$ cat config.mk
export PLATFORM = sky130hd
export DESIGN_NAME = seg7_display_driver
export DESIGN_NICKNAME = d
export VERILOG_FILES = /design/src/rtl/seg7_pkg.sv /design/src/rtl/seg7_display_driver_bin2bcd17.sv /design/src/rtl/seg7_display_driver.sv
export SDC_FILE = /design/constraint.sdc
export NUM_CORES = 1
export LEC_CHECK = 0
export ABC_AREA = 1
export BUFFER_PORTS_ARGS = -buffer_cell sky130_fd_sc_hd__clkbuf_2
export CORE_MARGIN = 1.5
export CORE_UTILIZATION = 65
export DETAILED_ROUTE_END_ITERATION = 8
export GPL_ROUTABILITY_DRIVEN = 0
export PLACE_DENSITY = 0.84
export SLEW_MARGIN = 20
export SYNTH_ARGS = -nofsm -noshare
export SYNTH_HDL_FRONTEND = slang
export SYNTH_SLANG_ARGS = --single-unit
export TNS_END_PERCENT = 10
$ cat constraint.sdc
create_clock -name clk -period 3.7 [get_ports clk]
set_input_delay 0 -clock clk [delete_from_list [all_inputs] [get_ports clk]]
set_output_delay 0 -clock clk [all_outputs]
set_load 0.01 [all_outputs]
$ cat src/rtl/seg7_pkg.sv
// Shared types and constants for the seven-segment display driver.
// Segment patterns are active-low, ordered g,f,e,d,c,b,a.
package seg7_pkg;

  localparam int NUM_DIGITS = 8;
  localparam int DEC_DIGITS = 6;
  localparam int HEX_DIGITS = 5;
  localparam int BIN_WIDTH  = 17;

  typedef enum logic [1:0] {
    ST_IDLE,
    ST_SHIFT,
    ST_DONE
  } conv_state_t;

  // Entry [n] is the pattern for hex digit n (listed F down to 0).
  localparam logic [15:0][6:0] SEG_TABLE = {
    7'h0E, 7'h06, 7'h21, 7'h46, 7'h03, 7'h08, 7'h10, 7'h00,
    7'h78, 7'h02, 7'h12, 7'h19, 7'h30, 7'h24, 7'h79, 7'h40
  };

endpackage

$ cat src/rtl/seg7_display_driver_bin2bcd17.sv
// Sequential double-dabble: converts a 17-bit binary word to 6 BCD digits,
// one iteration per clock, BIN_WIDTH iterations after a start pulse.
module bin2bcd17
  import seg7_pkg::*;
(
  input  logic                 clk,
  input  logic                 reset,
  input  logic                 start,
  input  logic [BIN_WIDTH-1:0] bin,
  output logic                 busy,
  output logic                 done,
  output logic [23:0]          bcd
);

  logic [BIN_WIDTH-1:0] r_bin;
  logic [23:0]          r_bcd;
  logic [4:0]           r_cnt;
  logic                 r_busy;
  logic [23:0]          w_adj;

  genvar gi;
  generate
    for (gi = 0; gi < 6; gi++) begin : g_adj
      assign w_adj[4*gi +: 4] = (r_bcd[4*gi +: 4] >= 4'd5) ? r_bcd[4*gi +: 4] + 4'd3
                                                         : r_bcd[4*gi +: 4];
    end
  endgenerate

  always_ff @(posedge clk) begin
    if (reset) begin
      r_bin  <= '0;
      r_bcd  <= '0;
      r_cnt  <= '0;
      r_busy <= 1'b0;
    end else if (start) begin
      r_bin  <= bin;
      r_bcd  <= '0;
      r_cnt  <= '0;
      r_busy <= 1'b1;
    end else if (r_busy) begin
      r_bcd <= {w_adj[22:0], r_bin[BIN_WIDTH-1]};
      r_bin <= {r_bin[BIN_WIDTH-2:0], 1'b0};
      r_cnt <= r_cnt + 5'd1;
      if (r_cnt == 5'(BIN_WIDTH - 1)) r_busy <= 1'b0;
    end
  end

  // High during the final iteration, so the result is valid the next cycle.
  assign done = r_busy && (r_cnt == 5'(BIN_WIDTH - 1));
  assign busy = r_busy;
  assign bcd  = r_bcd;

endmodule

$ cat src/rtl/seg7_display_driver.sv
// 8-digit multiplexed seven-segment driver showing a 17-bit value in decimal
// or hex, with leading-zero blanking and a glitch-free display buffer.
module seg7_display_driver
  import seg7_pkg::*;
#(
  parameter int REFRESH_DIV = 100000
) (
  input  logic                 clk,
  input  logic                 reset,
  input  logic [BIN_WIDTH-1:0] value,
  input  logic                 dec_mode,
  output logic [7:0]           an,
  output logic [6:0]           seg,
  output logic                 dp,
  output logic                 busy
);

  localparam int CNT_W = (REFRESH_DIV > 1) ? $clog2(REFRESH_DIV) : 1;

  conv_state_t          r_state, w_state_next;
  logic [BIN_WIDTH-1:0] r_last_value, r_cap_value;
  logic                 r_last_mode, r_cap_mode;
  logic [23:0]          r_buf_digits;
  logic                 r_buf_mode;
  logic [CNT_W-1:0]     r_refresh_cnt;
  logic [2:0]           r_scan_idx;
  logic [7:0]           r_an;
  logic [6:0]           r_seg;

  logic                 w_changed, w_start;
  logic                 w_conv_busy, w_conv_done;
  logic [23:0]          w_conv_bcd;
  logic [DEC_DIGITS-1:0] w_nz;
  logic [NUM_DIGITS-1:0] w_lit;
  logic [31:0]          w_digits_ext;
  logic [3:0]           w_nibble;

  assign w_changed = {value, dec_mode} != {r_last_value, r_last_mode};
  assign w_start   = (r_state == ST_IDLE) && w_changed && dec_mode;

  bin2bcd17 u_bin2bcd (
    .clk   (clk),
    .reset (reset),
    .start (w_start),
    .bin   (value),
    .busy  (w_conv_busy),
    .done  (w_conv_done),
    .bcd   (w_conv_bcd)
  );

  always_comb begin
    w_state_next = r_state;
    case (r_state)
      ST_IDLE:  if (w_changed) w_state_next = dec_mode ? ST_SHIFT : ST_DONE;
      // The converter going idle on its own also ends SHIFT, so it can never hang.
      ST_SHIFT: if (w_conv_done || !w_conv_busy) w_state_next = ST_DONE;
      ST_DONE:  w_state_next = ST_IDLE;
      default:  w_state_next = ST_IDLE;
    endcase
  end

  always_ff @(posedge clk) begin
    if (reset) begin
      r_state      <= ST_IDLE;
      r_last_value <= '0;
      r_last_mode  <= 1'b1;
      r_cap_value  <= '0;
      r_cap_mode   <= 1'b1;
      r_buf_digits <= '0;
      r_buf_mode   <= 1'b1;
    end else begin
      r_state <= w_state_next;
      if (r_state == ST_IDLE && w_changed) begin
        r_cap_value  <= value;
        r_cap_mode   <= dec_mode;
        r_last_value <= value;
        r_last_mode  <= dec_mode;
      end
      if (r_state == ST_DONE) begin
        r_buf_digits <= r_cap_mode ? w_conv_bcd : {7'b0, r_cap_value};
        r_buf_mode   <= r_cap_mode;
      end
    end
  end

  always_ff @(posedge clk) begin
    if (reset) begin
      r_refresh_cnt <= '0;
      r_scan_idx    <= '0;
    end else if (r_refresh_cnt == CNT_W'(REFRESH_DIV - 1)) begin
      r_refresh_cnt <= '0;
      r_scan_idx    <= r_scan_idx + 3'd1;
    end else begin
      r_refresh_cnt <= r_refresh_cnt + CNT_W'(1);
    end
  end

  genvar gi;
  generate
    for (gi = 0; gi < DEC_DIGITS; gi++) begin : g_nz
      assign w_nz[gi] = |r_buf_digits[4*gi +: 4];
    end
    // A digit lights only if something nonzero sits at or above it.
    for (gi = 0; gi < NUM_DIGITS; gi++) begin : g_lit
      if (gi == 0) begin : g_first
        assign w_lit[gi] = 1'b1;
      end else if (gi < DEC_DIGITS) begin : g_mid
        assign w_lit[gi] = (r_buf_mode || (gi < HEX_DIGITS)) && (|w_nz[DEC_DIGITS-1:gi]);
      end else begin : g_off
        assign w_lit[gi] = 1'b0;
      end
    end
  endgenerate

  assign w_digits_ext = {8'h00, r_buf_digits};
  assign w_nibble     = w_digits_ext[{r_scan_idx, 2'b00} +: 4];

  always_ff @(posedge clk) begin
    if (reset) begin
      r_an  <= 8'hFF;
      r_seg <= 7'h7F;
    end else if (w_lit[r_scan_idx]) begin
      r_an  <= ~(8'd1 << r_scan_idx);
      r_seg <= SEG_TABLE[w_nibble];
    end else begin
      r_an  <= 8'hFF;
      r_seg <= 7'h7F;
    end
  end

  assign an   = r_an;
  assign seg  = r_seg;
  assign dp   = 1'b1;
  assign busy = (r_state != ST_IDLE);

endmodule

==> results.py, run 1 <==
metrics = {
    "outcome": {
        "status": "complete, no violations",
    },
    "synthesis": {
        "synth_edf_count": 0,
        "yosysTopAreaCellShare_pct": 40.1,
        "ys_ff_latch": 127,
        "ys_warn_count": 0,
        "synth_area_per_cell_sq_um": 6.99,
        "synth.most_common_cell": "nand2_1",
        "synth_common_cells": "nand2_1, dfxtp_1, nor2_1, inv_1, a21oi_1",
        "synthDistinctLibCells": 34,
        "synthArstFlopShare_pct": 0,
        "synth.yosys.seq_area_share_pct": 40.1,
        "synth.top_cells.by_area": "dfxtp_1, nand2_1, a21oi_1",
        "synthCells": 906,
        "synth_largest_area_cell": "dfxtp_1",
        "yosys_most_used_dff": "dfxtp_1",
        "syn_nets": 953,
        "syn-cell-area_sq_um": 6330,
    },
    "worst_setup_path": {
        "cp_top_family": "flip-flops",
        "r2r-end": "seg[6]",
        "crit_top_cell": "nand2_1",
        "cp-start-kind": "register",
        "worstSetupEndpointType": "register",
        "r2r_slack_ns": 0.96,
        "reg2reg_depth": 10,
        "slowest_stage": "dfxtp_1",
        "worstPathArrival_ns": 3.13,
        "required_ns": 4.09,
        "cp_max_fo": 21,
        "slowest_delay_ns": 0.71,
        "cp_num_buf_inv": 2,
        "crit_chain": "inv_1, nor2_1, o21ai_0, a32oi_1, inv_1, ha_1, nand2_1, nand3_1, nand2_1, nand2_1",
        "reg2reg_from": "r_scan_idx[0]",
        "crit_type": "reg2reg",
    },
    "finish": {
        "synthToLayoutAreaGrowth_pct": 15.6,
        "fin_nets": 990,
        "drive_gt1_share_pct": 9.41,
        "diodes": 0,
        "fillCellCount": 663,
        "fin_util_pct": 78.5,
    },
    "worst_hold_path": {
        "hold_path_end": "r_cap_value[7]",
        "hp-start": "reset",
        "hold_depth": 2,
        "hp-class": "in2reg",
    },
    "sta": {
        "hold_viol_final": 0,
        "fin_crit_ns": 2.74,
        "tightest_slew_ns": 0.823,
        "clock_skew_ns": 0.00762,
        "setup_tns_ns": 0,
        "clock.fmax_mhz": 365,
        "rsz0062_at_grt": "false",
        "relSlewSlack_pct": 44.9,
        "fin_crit_sh_pct": 74.1,
        "maxSlewViolCount": 0,
        "final-setup-viol-count": 0,
    },
    "pwr": {
        "p_total_mw": 3.75,
        "powerDensity_nw_per_um2": 512,
        "peakVddDrop_v": 0.000439,
        "total_leakage_power_nw": 3.16,
    },
    "routing": {
        "drt-initial-drc-count": 555,
        "vias": 6111,
        "wl_um": 15800,
        "wl_per_cell_um": 14.5,
        "vias_per_cell": 5.63,
        "wl_met1_um": 6630,
        "wl_met3_um": 1130,
        "post-route-drc-count": 0,
        "final_antenna_net_count": 0,
        "met2WireLength_um": 7560,
        "drtPass1Iterations": 6,
        "highest_layer": "met4",
    },
    "clock_network": {
        "postCtsSetupBuffers": 0,
        "insertion_delay_ns": 0.53,
        "cts_buffer_depth": 2,
        "cts_made_buffers": 17,
        "clkTransAtPathRegs_ns": 0.06,
        "cts_tree": "done",
        "htree_levels": 4,
        "cts_sinks": 127,
        "cts_root_buffer": "clkbuf_8",
    },
    "die": {
        "start_util_pct": 67.9,
        "ios": 37,
        "core_sq_um": 9330,
        "die_w_um": 102,
        "dieArea_sq_um": 10300,
        "die_h_um": 102,
        "row_count": 35,
    },
    "global_routing": {
        "grt_pass1_vias": 5644,
        "antenna_found_initial": 0,
        "gr-total-overflow": 0,
        "grt_pass1_wl_um": 26300,
        "grt_max_degree": 43,
        "grt_use_total_pct": 32.3,
    },
    "flow_run": {
        "cap_viol_max_count": 0,
    },
    "placed_design": {
        "place_hpwl_um": 10000,
        "port_buffers": 35,
    },
}
## cell families (layout without fill, tap and decap cells)
logic type	after synthesis	in the layout	share of synthesized area, %
and+or+nand+nor	392	392	26.1
AOI/OAI and AO/OA	192	192	16.0
buffers and inverters	146	196	9.42
DFF	127	127	40.1
adders and majority gates	27	27	5.33
xor gates and xnor gates	21	21	2.90
other	1	1	0.0592
## report_power, final
part / internal, mW / leakage (nW) / switching [mW] / total [mW]
clock: 1.19 / 0.312 / 0.602 / 1.80
combinational: 0.150 / 1.81 / 0.290 / 0.440
sequential: 1.45 / 1.04 / 0.0656 / 1.52
## area by class of cell
| cell class | instances | area, sq um | share of cell area [%] |
|---|---|---|---|
| Tap cell | 129 | 161 | 2.20 |
| Clock buffer | 21 | 449 | 6.13 |
| Timing Repair Buffer | 57 | 385 | 5.26 |
| Sequential cell | 127 | 2540 | 34.7 |
| Inverter | 107 | 402 | 5.48 |
| Multi-Input combinational cell | 633 | 3200 | 43.7 |
| Clock inverter | 11 | 186 | 2.55 |
## registers in the layout, summed over array words and instances (netlist names), 3 cells and up
signal           cells
u_bin2bcd.bcd       24
r_refresh_cnt       17
u_bin2bcd.r_cnt      5
u_bin2bcd.r_bin     17
r_scan_idx           3
r_cap_value         17
seg                  7
an                   8
r_buf_digits        24
## worst max path at each step
stage	startpoint	endpoint	slack (ns)	depth (start not counted)
after global placement	r_cap_mode	r_cap_mode	1.19	10
final	r_scan_idx[0]	seg[6]	0.96	10
after floorplan	r_scan_idx[0]	seg[3]	1.62	10
after detailed placement	r_scan_idx[0]	seg[3]	1.05	10
after CTS	r_scan_idx[0]	seg[6]	0.99	10
after global routing	r_scan_idx[0]	seg[6]	0.68	10
## placed cells by master, fill, tap and decap left out, drive strengths merged
master / count
or2: 2
nor2: 107
xor2: 12
nand2: 206
inv: 107
nor3b: 1
ha: 27
a221oi: 4
o211ai: 3
clkbuf: 56
dlygate4sd3: 18
a21oi: 96
clkinvlp: 1
conb: 1
xnor2: 9
a211oi: 4
buf: 4
nor4: 3
nand4: 4
a31oi: 2
o21bai: 1
o21ai: 80
nand3: 51
clkinv: 5
dfxtp: 127
nor3: 18
o21a: 1
bufinv: 5
a32oi: 1
## through the flow
stage,hold WS [ns],cells,cell area [sq um],setup slack [ns]
after floorplan,0.143,906,6330,1.62
after global placement,0.269,1035,6500,1.19
after detailed placement,0.274,1035,6500,1.05
after CTS,0.195,1085,7320,0.989
after global routing,0.241,1085,7320,0.677
final,0.209,1085,7320,0.957
## per-layer routing
layer	global-route usage, %	vias up
li1	-	2989
met1	40.9	2781
met2	53.1	290
met3	7.25	51
met4	13.7	0
met5	0	-
## what timing repair did
item / CTS / global route
endpoints found under the setup margin: 0 / 0
hold buffers: 18 / 0
gates resized for setup: 0 / 0
endpoints found under the hold margin: 35 / 0
Power figures use the tool's default switching activity.
==> inputs of run 2 (changes only) <==
--- a/config.mk
+++ b/config.mk
@@ -8,10 +8,10 @@
 export ABC_AREA = 1
 export BUFFER_PORTS_ARGS = -buffer_cell sky130_fd_sc_hd__clkbuf_2
 export CORE_MARGIN = 1.5
-export CORE_UTILIZATION = 65
+export CORE_UTILIZATION = 61
 export DETAILED_ROUTE_END_ITERATION = 8
 export GPL_ROUTABILITY_DRIVEN = 0
-export PLACE_DENSITY = 0.84
+export PLACE_DENSITY = 0.8
 export SLEW_MARGIN = 20
 export SYNTH_ARGS = -nofsm -noshare
 export SYNTH_HDL_FRONTEND = slang
==> constraint.sdc (replaced) <==
create_clock -name clk -period 2.8 [get_ports clk]
set_input_delay 0 -clock clk [delete_from_list [all_inputs] [get_ports clk]]
set_output_delay 0 -clock clk [all_outputs]
set_load 0.01 [all_outputs]
==> run 2 against run 1 <==
  * Critical path depth did not move
  * Combinational power rose by 31%
  * Wire length fell by 8.6%
  * Global-route usage fell by 4.8 points
  * Via count fell by 5.0%
  * Largest cell class unchanged
==> results.py, run 2 (synthesized netlist as in run 1, its figures left out) <==
metrics = {
    "sta": {
        "tightest_slew_ns": 0.927,
        "whs_ns": 0.308,
        "fin_crit_ns": 2.28,
        "fin_crit_sh_pct": 81.4,
        "setup_tns_ns": 0,
        "final-setup-viol-count": 0,
        "maxSlewViolCount": 0,
        "clock.fmax_mhz": 439,
        "relSlewSlack_pct": 38.1,
        "setup_ws_ns": 0.521,
        "clock_skew_ns": 0.00922,
        "hold_viol_final": 0,
        "rsz0062_at_grt": "false",
    },
    "clock_network": {
        "cts_made_buffers": 17,
        "cts_buffer_depth": 2,
        "cts_tree": "done",
        "cts_root_buffer": "clkbuf_8",
        "postCtsSetupBuffers": 0,
        "hold_buffers": 19,
        "htree_levels": 4,
        "clkTransAtPathRegs_ns": 0.06,
        "cts_sinks": 127,
        "cts_resized": 0,
        "insertion_delay_ns": 0.53,
    },
    "flow_run": {
        "cap_viol_max_count": 0,
    },
    "global_routing": {
        "grt_use_met2_pct": 42.4,
        "gr-total-overflow": 0,
        "grt_pass1_vias": 5268,
        "antenna_found_initial": 0,
        "grt_use_total_pct": 27.5,
        "grt_max_degree": 43,
        "grt_pass1_wl_um": 24300,
        "grt.busiest_layer": "met2",
        "grt_use_met3_pct": 6.67,
        "use_met1_pct": 37.5,
    },
    "finish": {
        "drive_gt1_share_pct": 9.97,
        "diodes": 0,
        "fillCellCount": 803,
        "synthToLayoutAreaGrowth_pct": 17.4,
        "final_common_cell": "nand2_1",
        "layout_common_cells": "nand2_1, dfxtp_1, nor2_1",
        "regArea_sq_um": 2540,
        "fin_nets": 997,
        "multiInputGateArea_sq_um": 3190,
    },
    "worst_setup_path": {
        "worstSetupEndpointType": "register",
        "slowest_stage": "dfxtp_1",
        "cp-start-kind": "register",
        "reg2reg_depth": 10,
        "required_ns": 3.21,
        "slowest_delay_ns": 0.47,
        "worstPathArrival_ns": 2.69,
        "crit_type": "reg2reg",
        "cp_max_fo": 12,
        "crit_chain": "inv_1, nor2_1, o21ai_0, a32oi_1, inv_1, ha_1, nand2_1, o21ai_0, nand2_1, nand3_1",
    },
    "routing": {
        "vias": 5808,
        "wl_um": 14400,
        "drtPass1Iterations": 5,
        "post-route-drc-count": 0,
        "wl_per_cell_um": 13.1,
        "final_antenna_net_count": 0,
        "drt-initial-drc-count": 395,
        "vias_per_cell": 5.28,
    },
    "die": {
        "row_count": 37,
        "core_sq_um": 10200,
        "die_h_um": 105,
        "start_util_pct": 62.2,
        "die_w_um": 105,
        "ios": 37,
        "dieArea_sq_um": 11000,
    },
    "placed_design": {
        "pre_cts_ws_ns": 0.602,
        "place_hpwl_um": 9260,
        "port_buffers": 35,
    },
    "worst_hold_path": {
        "hp-class": "in2reg",
        "hold_depth": 4,
    },
    "pwr": {
        "peakVddDrop_v": 0.000552,
        "powerDensity_nw_per_um2": 686,
        "total_leakage_power_nw": 3.22,
    },
    "outcome": {
        "status": "complete, no violations",
    },
}
run 2: worst max-delay path, delay by kind of cell (launching register included):
kind | cells | cell delay [ns]
buffers and inverters | 2 | 0.41
DFF | 1 | 0.47
adders and majority gates | 1 | 0.25
and+or+nand+nor | 4 | 0.39
AOI/OAI and AO/OA | 3 | 0.64
run 2: routing by layer:
| metal | vias to the layer above | routed length [um] |
|---|---|---|
| met3 | 22 | 826 |
| met2 | 171 | 6530 |
| met5 | - | 0 |
| li1 | 3009 | - |
| met1 | 2606 | 6830 |
| met4 | 0 | 236 |
run 2: final cells by class:
| class | count | share of cell area, % |
|---|---|---|
| clock buffer | 23 | 6.54 |
| multi-input combinational | 633 | 43.0 |
| inverter | 107 | 5.40 |
| clock inverter | 9 | 2.71 |
| tap | 136 | 2.29 |
| timing repair buffer | 64 | 5.92 |
| sequential | 127 | 34.2 |
run 2: worst paths after layout:
path	start	to	slack [ns]
setup reg to reg	r_scan_idx[0]	seg[3]	0.52
hold reg to reg	r_refresh_cnt[0]	r_refresh_cnt[0]	0.45
hold / removal	value[12]	r_cap_value[12]	0.31
setup / recovery	r_scan_idx[0]	seg[3]	0.52
run 2: metrics by stage:
step           cell area, sq um  utilization, %  cells  power [mW]
5_1_grt                    7440            73.0   1099        5.29
4_1_cts                    7440            73.0   1099        5.11
3_3_place_gp               6560            64.4   1048        2.56
3_5_place_dp               6560            64.4   1048        2.57
2_1_floorplan              6330               -    906        2.44
6_report                   7440            73.0   1099        5.10
run 2: where the power goes:
group	internal, mW	switching (mW)
clock network	1.75	0.782
registers	1.92	0.0786
logic	0.205	0.372
==> inputs of run 3 (changes only) <==
--- a/config.mk
+++ b/config.mk
@@ -5,7 +5,7 @@
 export SDC_FILE = /design/constraint.sdc
 export NUM_CORES = 1
 export LEC_CHECK = 0
-export ABC_AREA = 1
+export ABC_AREA = 0
 export BUFFER_PORTS_ARGS = -buffer_cell sky130_fd_sc_hd__clkbuf_2
 export CORE_MARGIN = 1.5
 export CORE_UTILIZATION = 61
==> constraint.sdc (replaced) <==
create_clock -name clk -period 2.2 [get_ports clk]
set_input_delay 0 -clock clk [delete_from_list [all_inputs] [get_ports clk]]
set_output_delay 0 -clock clk [all_outputs]
set_load 0.01 [all_outputs]
==> run 3 against run 2 <==
  * Final area up 0.72%
  * Worst setup slack worse by 0.39 ns
  * Sequential cell count unchanged
  * Clock power up 7%
  * Sequential power up 26%
  * Critical path type unchanged
  * Largest cell class unchanged
  * Highest routed layer unchanged
==> results.py, run 3 <==
metrics = {
    "die": {
        "dieArea_sq_um": 11200,
        "die_h_um": 106,
        "ios": 37,
        "core_sq_um": 10300,
        "die_w_um": 106,
        "start_util_pct": 62.5,
        "row_count": 37,
    },
    "placed_design": {
        "place_hpwl_um": 9490,
        "port_buffers": 35,
        "placed_area_sq_um": 6720,
    },
    "finish": {
        "fin_area_sq_um": 7490,
        "fin_util_pct": 72.9,
        "diodes": 0,
        "synthToLayoutAreaGrowth_pct": 16.6,
        "fin_nets": 779,
        "layout_common_cells": "dfxtp_1, nand2_1, mux2i_1",
        "drive_gt1_share_pct": 19.7,
        "final_common_cell": "dfxtp_1",
    },
    "worst_setup_path": {
        "crit_type": "reg2reg",
        "worstSetupEndpointType": "register",
        "worstPathArrival_ns": 2.43,
        "cp_max_fo": 7,
        "cp-start-kind": "register",
        "reg2reg_depth": 7,
        "required_ns": 2.56,
        "r2r-end": "seg[3]",
        "r2r_slack_ns": 0.13,
        "reg2reg_from": "r_scan_idx[0]",
    },
    "pwr": {
        "power_frac_clock_pct": 45.5,
        "p_seq_share_pct": 42.4,
        "peakVddDrop_v": 0.000501,
        "powerDensity_nw_per_um2": 794,
        "sw_frac_of_total_pct": 24.7,
        "p_comb_share_pct": 12.1,
        "total_leakage_power_nw": 3.04,
        "switchingPower_mw": 1.47,
        "internal_power_mw": 4.48,
        "p_total_mw": 5.95,
    },
    "clock_network": {
        "htree_levels": 4,
        "cts_root_buffer": "clkbuf_8",
        "insertion_delay_ns": 0.52,
        "cts_made_buffers": 17,
        "clkTransAtPathRegs_ns": 0.06,
        "postCtsSetupBuffers": 0,
        "cts_sinks": 127,
        "cts_buffer_depth": 2,
        "cts_tree": "done",
    },
    "sta": {
        "setup_tns_ns": 0,
        "fin_crit_ns": 2.07,
        "relSlewSlack_pct": 47.1,
        "tightest_slew_ns": 0.794,
        "final-setup-viol-count": 0,
        "clock_skew_ns": 0.0107,
        "fin_crit_sh_pct": 94.2,
        "rsz0062_at_grt": "false",
        "maxSlewViolCount": 0,
        "clock.fmax_mhz": 483,
        "hold_viol_final": 0,
    },
    "routing": {
        "drt-initial-drc-count": 261,
        "vias": 5075,
        "drtPass1Iterations": 5,
        "wl_um": 14400,
        "post-route-drc-count": 0,
        "vias_per_cell": 5.78,
        "final_antenna_net_count": 0,
        "wl_per_cell_um": 16.4,
    },
    "worst_hold_path": {
        "hp-class": "in2reg",
        "hp-start": "value[14]",
        "hold_depth": 4,
        "hold_path_end": "u_bin2bcd.r_bin[14]",
    },
    "synthesis": {
        "synthDistinctLibCells": 48,
        "ys_warn_count": 0,
        "synth_largest_area_cell": "dfxtp_1",
        "synth.top_cells.by_area": "dfxtp_1, mux2i_1, ha_1",
        "synthArstFlopShare_pct": 0,
        "synthCells": 682,
        "yosys_most_used_dff": "dfxtp_1",
        "synth_common_cells": "dfxtp_1, nand2_1, mux2i_1, nor2_1, xor2_1",
        "syn_nets": 729,
        "synth.most_common_cell": "dfxtp_1",
        "ys_ff_latch": 127,
        "synth_edf_count": 0,
        "synth_area_per_cell_sq_um": 9.42,
        "synth.yosys.seq_area_share_pct": 39.6,
        "syn-cell-area_sq_um": 6430,
        "yosysTopAreaCellShare_pct": 39.6,
    },
    "global_routing": {
        "grt_pass1_wl_um": 24300,
        "gr-total-overflow": 0,
        "antenna_found_initial": 0,
        "grt_pass1_vias": 5144,
        "grt_max_degree": 60,
        "grt_use_total_pct": 27.6,
    },
    "flow_run": {
        "cap_viol_max_count": 0,
    },
    "outcome": {
        "status": "complete, no violations",
    },
}
run 3: cell types whose count changed in the layout (fill, tap and decap cells not counted), moves of 21 or more:
| cell | delta |
|---|---|
| nand3_1 | -27 |
| nand2_1 | -122 |
| o21ai_0 | -64 |
| nor3_2 | +21 |
| mux2i_1 | +73 |
| nor2_1 | -58 |
| a21oi_1 | -68 |
| inv_1 | -80 |
run 3: critical path, cell delays in order, from the launching register on:
cell      delay [ns]
dfxtp_4         0.41
buf_4           0.16
mux2_2          0.33
a22o_1          0.30
ha_1            0.27
nor2b_1         0.14
a211oi_1        0.17
o21ai_0         0.14
run 3: per-stage QoR:
step	instances	worst slack (ns)	hold slack (ns)
2_1_floorplan	682	0.00230	0.161
3_3_place_gp	830	0.106	0.281
3_5_place_dp	830	-0.0288	0.295
4_1_cts	878	0.0746	0.300
5_1_grt	878	0.00419	0.344
6_report	878	0.128	0.324
run 3: repair_timing:
item | CTS | global route
pin swaps | 0 | 0
endpoints found under the hold margin | 54 | 0
gates resized for setup | 1 | 4
hold buffers | 19 | 0
setup endpoints to repair | 2 | 3
run 3: how the worst max path moves through the flow:
stage                   from      to  slack (ns)  cells past startpoint
6_report       r_scan_idx[0]  seg[3]        0.13                      7
5_1_grt        r_scan_idx[0]  seg[5]       0.004                      9
4_1_cts        r_scan_idx[0]  seg[3]        0.07                      7
3_5_place_dp   r_scan_idx[0]  seg[3]       -0.03                      7
3_3_place_gp   r_scan_idx[0]  seg[3]        0.11                      7
2_1_floorplan  r_scan_idx[0]  seg[3]       0.002                      8
run 3: metal layers:
layer	global-route usage, %	part of all wire (%)	vias to the layer above	wire length [um]
li1	-	-	2459	-
met1	31.9	41	2423	5960
met2	47.6	51	152	7290
met3	6.12	4.8	41	691
met4	14.2	3.2	0	458
met5	0	0	-	0
run 3: cells by family (layout without fill, tap and decap cells):
logic type,count (synthesis),count (layout),share of synthesized area [%]
AND/OR/NAND/NOR,231,231,18.9
flip-flops,127,127,39.6
multiplexers,97,97,16.3
AO/OA/AOI/OAI,84,84,8.37
buffers and inverters,66,126,4.89
XOR/XNOR,49,49,6.68
adder cells (fa/ha/maj),27,27,5.26
other,1,1,0.0584
run 3: power groups by stage:
stage	logic [mW]	registers (mW)	clock network, mW
after global routing	0.780	2.53	2.84
after detailed placement	0.678	2.57	0
after floorplan	0.524	2.54	0
final	0.719	2.52	2.70
after CTS	0.713	2.52	2.73
after global placement	0.653	2.56	0
run 3: cell type report:
class	instances	area, sq um
Fill cell	732	2790
Multi-Input combinational cell	489	3590
Timing Repair Buffer	71	518
Clock buffer	24	490
Sequential cell	127	2550
Clock inverter	5	80.1
Tap cell	136	170
Inverter	26	97.6
